--- config.mk ---
export PLATFORM = sky130hd
export DESIGN_NAME = pong_game_ctrl
export DESIGN_NICKNAME = d
export VERILOG_FILES = /design/src/rtl/pong_game_ctrl.sv
export SDC_FILE = /design/constraint.sdc
export NUM_CORES = 1
export LEC_CHECK = 0
export CAP_MARGIN = 30
export CORE_ASPECT_RATIO = 0.5
export CORE_MARGIN = 2
export CORE_UTILIZATION = 50
export CTS_CLUSTER_DIAMETER = 50
export DETAILED_ROUTE_END_ITERATION = 8
export HOLD_SLACK_MARGIN = 0.1
export PLACE_DENSITY_LB_ADDON = 0.05
export SLEW_MARGIN = 20
export SYNTH_ARGS = -nofsm -noshare
export SYNTH_HDL_FRONTEND = slang
export SYNTH_SLANG_ARGS = --single-unit
--- constraint.sdc ---
create_clock -name clk -period 3.7 [get_ports clk]
set_input_delay 0.37 -clock clk [delete_from_list [all_inputs] [get_ports clk]]
set_output_delay 0.37 -clock clk [all_outputs]
set_load 0.01 [all_outputs]
--- src/rtl/pong_game_ctrl.sv ---
// pong_game_ctrl: match sequencer for the two-player ping-pong display.
// Ports: clk, reset (sync, high), frame_tick, start, miss_l, miss_r in;
//        play_en, ball_reset, serve_dir, score_l, score_r, game_over,
//        winner, state out (all registered).
module pong_game_ctrl #(
  parameter int POINTS_TO_WIN = 9,
  parameter int SERVE_DELAY   = 60,
  parameter int POINT_DELAY   = 90
) (
  input  logic       clk,
  input  logic       reset,
  input  logic       frame_tick,
  input  logic       start,
  input  logic       miss_l,
  input  logic       miss_r,
  output logic       play_en,
  output logic       ball_reset,
  output logic       serve_dir,
  output logic [3:0] score_l,
  output logic [3:0] score_r,
  output logic       game_over,
  output logic       winner,
  output logic [2:0] state
);

  typedef enum logic [2:0] {
    IDLE  = 3'd0,
    SERVE = 3'd1,
    PLAY  = 3'd2,
    PAUSE = 3'd3,
    POINT = 3'd4,
    OVER  = 3'd5
  } state_t;

  // A zero delay would never expire; treat it as one tick.
  localparam int SD = (SERVE_DELAY == 0) ? 1 : SERVE_DELAY;
  localparam int PD = (POINT_DELAY == 0) ? 1 : POINT_DELAY;
  localparam logic [7:0] SD_LAST = 8'(SD - 1);
  localparam logic [7:0] PD_LAST = 8'(PD - 1);
  localparam logic [3:0] WIN = 4'(POINTS_TO_WIN);

  state_t     cur;
  state_t     nxt;
  logic       start_q;
  logic [7:0] cnt;
  logic [7:0] cnt_d;
  logic       ball_reset_d;
  logic       serve_dir_d;
  logic [3:0] score_l_d;
  logic [3:0] score_r_d;
  logic       winner_d;
  logic       start_rise;

  assign start_rise = start & ~start_q;
  assign state      = cur;

  always_ff @(posedge clk) begin
    if (reset) begin
      cur        <= IDLE;
      start_q    <= 1'b0;
      cnt        <= 8'd0;
      play_en    <= 1'b0;
      ball_reset <= 1'b0;
      serve_dir  <= 1'b1;
      score_l    <= 4'd0;
      score_r    <= 4'd0;
      game_over  <= 1'b0;
      winner     <= 1'b0;
    end else begin
      cur        <= nxt;
      start_q    <= start;
      cnt        <= cnt_d;
      play_en    <= (nxt == PLAY);
      ball_reset <= ball_reset_d;
      serve_dir  <= serve_dir_d;
      score_l    <= score_l_d;
      score_r    <= score_r_d;
      game_over  <= (nxt == OVER);
      winner     <= winner_d;
    end
  end

  always_comb begin
    nxt          = cur;
    cnt_d        = cnt;
    ball_reset_d = 1'b0;
    serve_dir_d  = serve_dir;
    score_l_d    = score_l;
    score_r_d    = score_r;
    winner_d     = winner;
    unique case (cur)
      IDLE: begin
        if (start_rise) begin
          nxt          = SERVE;
          cnt_d        = 8'd0;
          ball_reset_d = 1'b1;
          serve_dir_d  = 1'b1;
          score_l_d    = 4'd0;
          score_r_d    = 4'd0;
        end
      end
      SERVE: begin
        if (frame_tick) begin
          if (cnt == SD_LAST) begin
            nxt   = PLAY;
            cnt_d = 8'd0;
          end else begin
            cnt_d = cnt + 8'd1;
          end
        end
      end
      PLAY: begin
        // Any miss outranks a pause request in the same cycle.
        if (miss_l && miss_r) begin
          nxt   = POINT;
          cnt_d = 8'd0;
        end else if (miss_l) begin
          nxt         = POINT;
          cnt_d       = 8'd0;
          serve_dir_d = 1'b0;
          if (score_r != WIN) score_r_d = score_r + 4'd1;
        end else if (miss_r) begin
          nxt         = POINT;
          cnt_d       = 8'd0;
          serve_dir_d = 1'b1;
          if (score_l != WIN) score_l_d = score_l + 4'd1;
        end else if (start_rise) begin
          nxt = PAUSE;
        end
      end
      PAUSE: begin
        if (start_rise) nxt = PLAY;
      end
      POINT: begin
        if (frame_tick) begin
          if (cnt == PD_LAST) begin
            cnt_d = 8'd0;
            if (score_l == WIN || score_r == WIN) begin
              nxt      = OVER;
              winner_d = (score_r == WIN);
            end else begin
              nxt          = SERVE;
              ball_reset_d = 1'b1;
            end
          end else begin
            cnt_d = cnt + 8'd1;
          end
        end
      end
      OVER: begin
        if (start_rise) begin
          nxt          = SERVE;
          cnt_d        = 8'd0;
          ball_reset_d = 1'b1;
          serve_dir_d  = 1'b1;
          score_l_d    = 4'd0;
          score_r_d    = 4'd0;
        end
      end
      default: begin
        nxt = IDLE;
      end
    endcase
  end

endmodule

Word level (Yosys, flattened, before mapping) --
Index checks and enable logic that the tools add are counted.
Cells by class: eq/ne operators 24, $add $sub $neg 3, multiplexer cells 41, bitwise gates (word level) 2, reduce and logical (&&, ||, !) cells 11
Operator list (number):
- $mux W8 | 8
- $mux W3 | 11
- $mux W4 | 8
- $pmux W8 S4 | 1
- $ne A2 B2 Y1 const B | 8
- $pmux W4 S2 | 2
- $pmux W3 S5 | 1
- $ne A4 B4 Y1 const B | 3
- $reduce_and A5 Y1 | 2
- $eq A3 B2 Y1 const B | 3
- $eq A3 B3 Y1 const B | 3
- $add A4 B1 Y4 const B | 2
- $add A8 B1 Y8 const B | 1
- $eq A4 B4 Y1 const B | 2
- $eq A8 B6 Y1 const B | 1
- $eq A8 B7 Y1 const B | 1
- $mux W1 | 8
- $reduce_and A4 Y1 | 2
- $reduce_and A6 Y1 | 1
- $pmux W1 S2 | 2
- $reduce_bool A4 Y1 | 1
- $eq A3 B1 Y1 const B | 1
- $logic_not A3 Y1 | 1
- $ne A3 B3 Y1 const B | 1
- other kinds (7) | 7
Word-level totals: register bits after elaboration 25, word-level logic and storage cells 91, bits of input ports 6

Depth between registers and ports, before layout --
depth in word-level cells 8, mapped depth 7, depth with buffers taken out 7

Worst setup path before layout --
OpenSTA, ideal clock, no wires.
path kind register to register, from register cnt[0], to register cnt[4], stages on the path, launching flop included 7, arrival time 1642 ps, setup time 87 ps, clock period less this slack 1729 ps, path buffers 0, setup slack 1971 ps, cell sequence dfxtp_1 > ha_1 > and4b_4 > a21o_1 > a221oi_4 > nand2_4 > o31ai_1
Between the ends: longest elaborated chain between the ends 4, elaborated cells on any way between the ends 8, classes of those cells add/sub: 1; eq/ne: 2; mux: 5
RTL lines:
- start, declared | line 45 | logic [7:0] cnt;
- start signal, assigned | line 72 | cnt <= cnt_d;
- $add A8 B1 Y8 (tied with other cells) | line 108, 146
- $mux W8 (on tied branches) | line 136, 104
- $mux W8 (on tied branches) | line 135, 103
- $pmux W8 S4 (*) | line 91 | unique case (cur)
Mark *: on every way between the ends. The rest lies on a longest branch, timed or not. The select of a mux whose other input is x is not followed. A chain may end at the register's enable or synchronous reset.

Final worst setup path --
from input port start, to register score_l[1]
Between the ends: longest elaborated chain between the ends 3
RTL lines:
- start, declared | line 13 | input logic start,
- $and A1 B1 Y1 | line 54 | assign start_rise = start & ~start_q;
- $ne A2 B1 Y1 (no source line)
- $reduce_and A6 Y1 (no source line)
- end signal, assigned | line 76 | score_l <= score_l_d;
- end, declared | line 19 | output logic [3:0] score_l,
No other way between the ends.

==> impl_metrics.ini <==
[cts]
cts_hold_buf = 0
root_buffer = clkbuf_8
path_clk_slew_ns = 0.09
htreeDepth = 1
post_cts_resized = 0
insertion_delay_ns = 0.27
cts_buffers = 3
cts_setup_buffers = 0
cts_tree = done
clock-sinks = 25
cts.path.max_buffers = 2

[synthesis]
synth_cell_types = 47
synth_top_flop_cell = dfxtp_1
synthArstFlopShare_pct = 0
synth_area_mm2 = 0.00139
synthCells = 157
synth_warnings = 0
syn_nets = 169
yosysSeqAreaShare_pct = 35.9
synth_seq_cells = 25
syn_area_per_cell_um2 = 8.88
synth_edf_count = 0

[die]
dieHeight_um = 41.3
core-area_mm2 = 0.00262
ios = 22
row_count = 13
die_w_um = 78.7
die-area_mm2 = 0.00325
start_util_pct = 53.2

[power]
p_per_area_mw_per_mm2 = 308
irDropWorstVdd_mv = 0.142
power.leakage_uw = 0.000600

[routing]
wl_um = 2880
drtPass1Iterations = 4
wl_per_cell_um = 13.5
detail-route-antenna-nets = 0
via_per_inst = 5.60
drc = 0
drt_iter0_drc = 38
vias = 1199

[job]
maxCapViolCount = 0

[cells_and_area]
diodes = 0
area_delta_synth_final_pct = 20.1
final_common_cell = dfxtp_1
layout-drive-gt1-share_pct = 5.08
final_nets = 190
fin_area_mm2 = 0.00167
layout_common_cells = dfxtp_1, clkdlybuf4s50_1, nor2_1, nand2_1, a21oi_1

[sta]
setup-violations-final = 0
clock_skew_ns = 0.00384
setup_tns_ns = 0
max-slew-margin-rel_pct = 63.4
tightest_slew_ns = 0.547
report.final.slew_viol_count = 0
fin_crit_sh_pct = 54.6
rsz0062_at_grt = no
timing.fmax_ghz = 0.495
hold_viol = 0
fin_crit_ns = 2.02

[grt]
overflow = 0
grt_pass1_vias = 994
grt_pass1_wl_um = 4520
antenna_found_initial = 0
grt_use_total_pct = 18.6
grt_max_degree = 17

[setup_path]
crit_type = primary input to flop
crit_path_start_kind = primary input
arrival_ns = 2.21
crit_required_ns = 3.89
end_kind = flop
path_max_fanout = 7

[min_path]
min_path_type = flop to flop

[place]
gp_congestion = 0.790
hpwl_um = 2110
io_buffer_count = 21
dpl_cell_area_mm2 = 0.00163

[status]
status = completed
==> Yosys cell counts, types with 3 or more instances <==
master / n / area (um^2)
o21ai_1: 3 / 15.0
nand2b_1: 5 / 31.3
xnor2_1: 4 / 35.0
and2_1: 3 / 18.8
a21o_1: 3 / 22.5
a211oi_1: 4 / 30.0
nand3_1: 5 / 25.0
nor2b_1: 6 / 37.5
o31ai_1: 3 / 22.5
o22ai_1: 4 / 25.0
nand3b_1: 6 / 45.0
nor2_1: 12 / 45.0
or3_1: 3 / 18.8
a21oi_1: 9 / 45.0
nand2_1: 10 / 37.5
ha_1: 6 / 75.1
dfxtp_1: 25 / 500
or2_1: 3 / 18.8
inv_1: 6 / 22.5
buf_2: 3 / 15.0
==> routing by layer <==
metal	routed length, um	up-vias	GRT usage, %	part of all wire [%]
met4	19	0	3.95	0.66
met5	0	-	0	0
li1	-	611	-	-
met3	122	4	5.17	4.2
met1	1440	562	23.9	50
met2	1300	22	32.5	45
==> final cells by class <==
cell class | instances | area [um^2]
sequential | 25 | 500
clock buffer | 3 | 41.3
fill | 230 | 945
tap | 37 | 46.3
timing repair buffer | 21 | 210
multi-input combinational | 121 | 848
inverter | 6 | 22.5
clock inverter | 1 | 5.00
==> final timing paths <==
kind	end	slack (ns)	startpoint	depth (start not counted)
worst max-delay path	score_l[1]	1.68	start	6
worst min-delay path	winner	0.48	winner	2
worst max register to register	cnt[5]	1.72	state[1]	5
worst min register to register	winner	0.48	winner	2
==> state kept, by name (all words and copies together), names as in the netlist <==
name,count
start_q,1
winner,1
score_r,4
state,3
play_en,1
score_l,4
cnt,8
game_over,1
ball_reset,1
serve_dir,1
==> power breakdown <==
group	switching, uW	total, uW	internal, uW
clock network	86.2	162	75.4
logic	36.0	68.3	32.3
registers	9.88	285	275
total	132	515	383
==> critical path, cell delays in order <==
cell and delay, ns:
clkdlybuf4s50_1 0.46, nor2b_1 0.40, nand3_1 0.26, a21oi_1 0.43, nor2_1 0.08, a211oi_1 0.20
==> through the flow <==
| stage | util, % | total power [uW] | std cells | worst slack, ns | hold slack, ns |
|---|---|---|---|---|---|
| 4_1_cts | 63.9 | 519 | 214 | 1.71 | 0.479 |
| 3_3_place_gp | 62.2 | 358 | 210 | 1.47 | 0.469 |
| 2_1_floorplan | - | 334 | 157 | 1.97 | 0.454 |
| 5_1_grt | 63.9 | 540 | 214 | 1.54 | 0.527 |
| 3_5_place_dp | 62.2 | 360 | 210 | 1.41 | 0.466 |
| 6_report | 63.9 | 515 | 214 | 1.68 | 0.476 |
==> cells by family (layout without fill, tap and decap cells) <==
kind of cell | Yosys count | after routing | share of synthesized area, %
compound gates | 46 | 46 | 25.3
fa+ha+maj | 6 | 6 | 5.39
flops | 25 | 25 | 35.9
xor+xnor | 5 | 5 | 3.14
simple gates | 63 | 63 | 26.3
buf+inv | 11 | 31 | 3.23
mux | 1 | 1 | 0.718
Note: power is estimated with default switching activity, not from simulation.
